===== src/rtl/proc_step_ctrl_pkg.sv =====
// Shared definitions for the processor run/step controller: FSM state
// encodings, MODE width, debounce window default and the cycle-counter helper.
package proc_step_ctrl_pkg;

  localparam int          MODE_W        = 2;
  localparam int          CNT_W         = 16;
  localparam logic [15:0] DB_CYCLES_DEF = 16'd50000;
  localparam logic [CNT_W-1:0] CNT_MAX  = 16'hFFFF;

  typedef enum logic [MODE_W-1:0] {
    ST_HALT      = 2'b00,
    ST_RUN       = 2'b01,
    ST_STEP_WAIT = 2'b10,
    ST_STOPPED   = 2'b11
  } state_t;

  // Saturating increment: the count sticks at all-ones instead of wrapping.
  function automatic logic [CNT_W-1:0] sat_inc(input logic [CNT_W-1:0] v);
    return (v == CNT_MAX) ? v : v + 16'd1;
  endfunction

endpackage


===== src/rtl/step_debounce.sv =====
// Debouncer for the (already synchronized) single-step button. The stable
// level follows the input only after it has disagreed for DB_CYCLES
// consecutive cycles; a one-cycle registered pulse marks each stable 0->1.
module step_debounce
  import proc_step_ctrl_pkg::*;
#(
  parameter logic [15:0] DB_CYCLES = DB_CYCLES_DEF
) (
  input  logic clk,
  input  logic rst,
  input  logic btn_sync,
  output logic step_req
);

  logic [15:0] cnt_q, cnt_d;
  logic        stable_q, stable_d;
  logic        pulse_q, pulse_d;

  // Count consecutive disagreement cycles; any agreement restarts the window.
  always_comb begin
    cnt_d    = '0;
    stable_d = stable_q;
    pulse_d  = 1'b0;
    if (btn_sync != stable_q) begin
      if (cnt_q == DB_CYCLES - 16'd1) begin
        stable_d = btn_sync;
        pulse_d  = btn_sync;
      end else begin
        cnt_d = cnt_q + 16'd1;
      end
    end
  end

  // Debounce state registers.
  always_ff @(posedge clk or posedge rst) begin
    if (rst) begin
      cnt_q    <= '0;
      stable_q <= 1'b0;
      pulse_q  <= 1'b0;
    end else begin
      cnt_q    <= cnt_d;
      stable_q <= stable_d;
      pulse_q  <= pulse_d;
    end
  end

  assign step_req = pulse_q;

endmodule


===== src/rtl/proc_step_ctrl.sv =====
// Processor run/halt/single-step controller. Synchronizes the divided clock
// and the operator controls into CLK_50, detects divided-clock rising edges
// and issues one-cycle CPU_EN pulses according to the run/step FSM.
// Optional feature: define PROC_STEP_CTRL_CYCLE_CNT_EN to build the
// saturating CPU_EN pulse counter; otherwise CYCLE_CNT reads as zero.
module proc_step_ctrl
  import proc_step_ctrl_pkg::*;
#(
  parameter logic [15:0] DB_CYCLES = DB_CYCLES_DEF
) (
  input  logic              CLK_50,
  input  logic              RST,
  input  logic              VAR_CLK,
  input  logic              RUN_SW,
  input  logic              STEP_BTN,
  input  logic              HALT_REQ,
  output logic              CPU_EN,
  output logic [MODE_W-1:0] MODE,
  output logic [CNT_W-1:0]  CYCLE_CNT
);

  logic   var_s1_q, var_s2_q, var_prev_q;
  logic   run_s1_q, run_s2_q;
  logic   step_s1_q, step_s2_q;
  logic   var_edge;
  logic   step_req;
  state_t state_q, state_d;
  logic   cpu_en_q, cpu_en_d;

  // Two-flop synchronizers plus the previous-sample flop for edge detection.
  always_ff @(posedge CLK_50 or posedge RST) begin
    if (RST) begin
      var_s1_q   <= 1'b0;
      var_s2_q   <= 1'b0;
      var_prev_q <= 1'b0;
      run_s1_q   <= 1'b0;
      run_s2_q   <= 1'b0;
      step_s1_q  <= 1'b0;
      step_s2_q  <= 1'b0;
    end else begin
      var_s1_q   <= VAR_CLK;
      var_s2_q   <= var_s1_q;
      var_prev_q <= var_s2_q;
      run_s1_q   <= RUN_SW;
      run_s2_q   <= run_s1_q;
      step_s1_q  <= STEP_BTN;
      step_s2_q  <= step_s1_q;
    end
  end

  assign var_edge = var_s2_q & ~var_prev_q;

  step_debounce #(
    .DB_CYCLES (DB_CYCLES)
  ) u_step_db (
    .clk      (CLK_50),
    .rst      (RST),
    .btn_sync (step_s2_q),
    .step_req (step_req)
  );

  // Next state and next CPU_EN; HALT_REQ overrides edge, step and RUN_SW.
  always_comb begin
    state_d  = state_q;
    cpu_en_d = 1'b0;
    unique case (state_q)
      ST_HALT: begin
        if (run_s2_q)      state_d = ST_RUN;
        else if (step_req) state_d = ST_STEP_WAIT;
      end
      ST_RUN: begin
        if (HALT_REQ) begin
          state_d = ST_STOPPED;
        end else begin
          cpu_en_d = var_edge;
          if (!run_s2_q) state_d = ST_HALT;
        end
      end
      ST_STEP_WAIT: begin
        if (HALT_REQ) begin
          state_d = ST_STOPPED;
        end else if (var_edge) begin
          cpu_en_d = 1'b1;
          state_d  = ST_HALT;
        end
      end
      ST_STOPPED: begin
        if (!run_s2_q && !HALT_REQ) state_d = ST_HALT;
      end
      default: state_d = ST_HALT;
    endcase
  end

  // FSM state and registered CPU_EN.
  always_ff @(posedge CLK_50 or posedge RST) begin
    if (RST) begin
      state_q  <= ST_HALT;
      cpu_en_q <= 1'b0;
    end else begin
      state_q  <= state_d;
      cpu_en_q <= cpu_en_d;
    end
  end

  assign CPU_EN = cpu_en_q;
  assign MODE   = state_q;

`ifdef PROC_STEP_CTRL_CYCLE_CNT_EN
  logic [CNT_W-1:0] cyc_cnt_q, cyc_cnt_d;

  // Count issued CPU_EN pulses, holding at all-ones.
  always_comb begin
    cyc_cnt_d = cpu_en_q ? sat_inc(cyc_cnt_q) : cyc_cnt_q;
  end

  // Cycle counter register.
  always_ff @(posedge CLK_50 or posedge RST) begin
    if (RST) cyc_cnt_q <= '0;
    else     cyc_cnt_q <= cyc_cnt_d;
  end

  assign CYCLE_CNT = cyc_cnt_q;
`else
  assign CYCLE_CNT = '0;
`endif

endmodule

===== config.mk =====
export PLATFORM = sky130hd
export DESIGN_NAME = proc_step_ctrl
export DESIGN_NICKNAME = d
export VERILOG_FILES = /design/src/rtl/proc_step_ctrl_pkg.sv /design/src/rtl/step_debounce.sv /design/src/rtl/proc_step_ctrl.sv
export SDC_FILE = /design/constraint.sdc
export NUM_CORES = 1
export LEC_CHECK = 0
export BUFFER_PORTS_ARGS = -buffer_cell sky130_fd_sc_hd__buf_4
export CAP_MARGIN = 20
export CORE_MARGIN = 2
export CORE_UTILIZATION = 35
export CTS_BUF_LIST = sky130_fd_sc_hd__clkbuf_8
export CTS_CLUSTER_SIZE = 20
export DETAILED_ROUTE_END_ITERATION = 10
export PLACE_DENSITY = 0.64
export SLEW_MARGIN = 10
export SYNTH_ARGS = -nofsm -noshare
export SYNTH_HDL_FRONTEND = slang
export SYNTH_HIERARCHICAL = 1
export SYNTH_SLANG_ARGS = --single-unit

===== constraint.sdc =====
create_clock -name CLK_50 -period 4.6 [get_ports CLK_50]
set_input_delay 0.92 -clock CLK_50 [delete_from_list [all_inputs] [get_ports CLK_50]]
set_output_delay 0.92 -clock CLK_50 [all_outputs]
set_load 0.05 [all_outputs]

==> metrics.txt <==
Reg-to-Reg Start u_step_db/cnt_q[0]; Worst Clk Skew 0.003426 ns; Power Density 392.2 nW/µm²; Clock Sinks 28; Post-Syn Instances 135; initial antenna violation count 0; final setup fails 0; share of the synthesized area in the top cell type 49.51%; CP required 3.68 ns; top post-synthesis cells by area dfrtp_1 50%, buf_4 8.5%, xnor2_1 5.6%; n_diodes 0; CP cell instances buf_4; Final Max Slew Viols 0; Core Area 3943 µm²; DRT Wirelength 2.464 mm; vias 893; Via density 4.579; status finished, final reports clean; Fillers 386; Startpoint Class flop; Syn Area/Cell 10.48 µm²; TNS Setup 0 ns; vias in the first global route 893; sequential area share after synthesis 49.51%; hold buffers post-CTS 0; RSZ-0062 raised after global routing false; CTS tree done; WP buf/inv 1; hold path start step_s1_q; Max-slew headroom 54.90%; die width 67.59 µm; postcts setup bufs 0; Pleak 0.6786 nW; maximum clock rate 535.8 MHz; Worst Path Arrival 0.95 ns; EDFF count, synth 0; GRT Util Overall 11.75%; Min-Delay Path Class flop to flop; Post-CTS Resized 0; Max Cap Viol 0; Netlist Area Pre-Place 1415 µm²; largest net degree at the start of global routing 19; period utilization 40.57%; critical path class flop to primary output; WL/cell 12.64 µm; DP Wirelength 1.874 mm; die height 67.59 µm; CP endpoint kind primary output; Critical Path Start MODE[1]; ANT nets after route 0; clock latency on the worst-skew pair 0.27 ns; min Tclk post-route 1.866 ns; WHS 0.3541 ns; die area 4568 µm²; final hold viol count 0; Residual DRC 0; Synth Register Bits 28; H-tree depth 1; sequential cell area 700.7 µm²; Yosys top cell by area dfrtp_1; worst-path maximum fanout 5; Unique masters post-synth 33; buffers added on ports 8; layout cells sized above 1 11.72%; GPL Wtd Cong 0.7801; initial DRC count 28; Worst VDD drop 0.1837 mV; Synth async-reset ratio 100.0%; CTS root buf clkbuf_8; Crit path max-delay family flip-flops; total congestion overflow 0; Bufs on Longest Clock Path 2; Initial Util 35.89%; Syn. warnings 6; number of core rows 23; Pre-antenna DRT Iters 4; first-pass GRT wire length 4.015 mm; worst-margin pin slew 0.6758 ns; I/O pin count 25; Nets 158; Max stage delay cell, worst path dfrtp_1; multi-input logic area 611.8 µm²; CTS clk-pin slew, worst paths 0.09 ns; ys flop type dfrtp_1; area grow syn2layout 7.692%; critical path's largest stage delay 0.44 ns; Num CTS Buffers 3
cell usage in the layout, fill, tap and decap left out, types with 3 or more instances in the layout:
cell type and n:
inv_1 9, conb_1 16, ha_1 6, xor2_1 3, nor3_1 4, xnor2_1 9, nand4_1 4, a21oi_1 3
buf_4 8, clkbuf_8 4, nor2_1 16, nand2_1 6, dfrtp_1 28, nand3_1 5
area by class of cell:
cell class                      count  area share, %
Sequential cell                    28          45.98
Multi-Input combinational cell     96          40.15
Tap cell                           50          4.105
Timing Repair Buffer                8          3.941
Clock buffer                        4          3.612
Inverter                            9          2.217
where the power goes:
group | internal, mW | switching, mW | total [mW]
Sequential | 0.261 | 0.0155 | 0.276
Clock | 0.0765 | 0.0717 | 0.148
Combinational | 0.0566 | 0.116 | 0.173
flip-flops by register name, summed over array words and instances (netlist names):
name,flops
var_prev_q,1
u_step_db/stable_q,1
run_s2_q,1
run_s1_q,1
u_step_db/step_req,1
CPU_EN,1
u_step_db/cnt_q,16
MODE,2
step_s1_q,1
var_s2_q,1
step_s2_q,1
var_s1_q,1
worst paths after layout:
| kind | slack (ns) | cells past startpoint | end |
|---|---|---|---|
| worst max register to register | 2.81 | 5 | u_step_db/cnt_q[6] |
| worst min-delay path | 0.35 | 0 | step_s2_q |
| min in group asynchronous | 0.64 | 2 | MODE[0] |
| worst max-delay path | 2.73 | 1 | MODE[1] |
| max in group asynchronous | 3.41 | 2 | u_step_db/cnt_q[4] |
| worst min register to register | 0.35 | 0 | step_s2_q |
metal layers:
layer  part of all wire [%]  vias to the layer above  track usage, %
met3                    3.7                        2           3.500
met4                   0.45                        0           1.531
met2                     53                       16           21.81
met1                     43                      435           13.51
li1                       -                      440               -
met5                      0                        -               0
metrics by stage:
stage	instance area [µm²]	setup slack, ns	utilization [%]	total power, mW	std cells
after detailed placement	1469	2.744	37.26	0.4548	191
after CTS	1524	2.714	38.65	0.6031	195
after floorplan	1471	2.813	-	0.4210	150
after global placement	1469	2.801	37.26	0.4389	191
final	1524	2.734	38.65	0.5977	195
after global routing	1524	2.625	38.65	0.6287	195
cells by family after synthesis:
logic type	synth area share (%)
other cells	0.2650
xor+xnor	7.428
mux	2.564
simple gates	19.01
flops	49.51
buf+inv	11.23
fa+ha+maj	5.305
compound gates	4.687
synth_stat cells, types with 2 or more instances:
library cell,n
nand4_1,4
nor4bb_1,2
xor2_1,3
o21ai_0,2
nor3b_1,2
dfrtp_1,28
xnor2_1,9
buf_4,16
and3_1,2
a21oi_1,3
ha_1,6
nor3_1,4
nand2_1,6
inv_1,9
nor2_1,16
nor4_1,2
nand3_1,5
No activity file was read; power rests on OpenSTA's default activity.
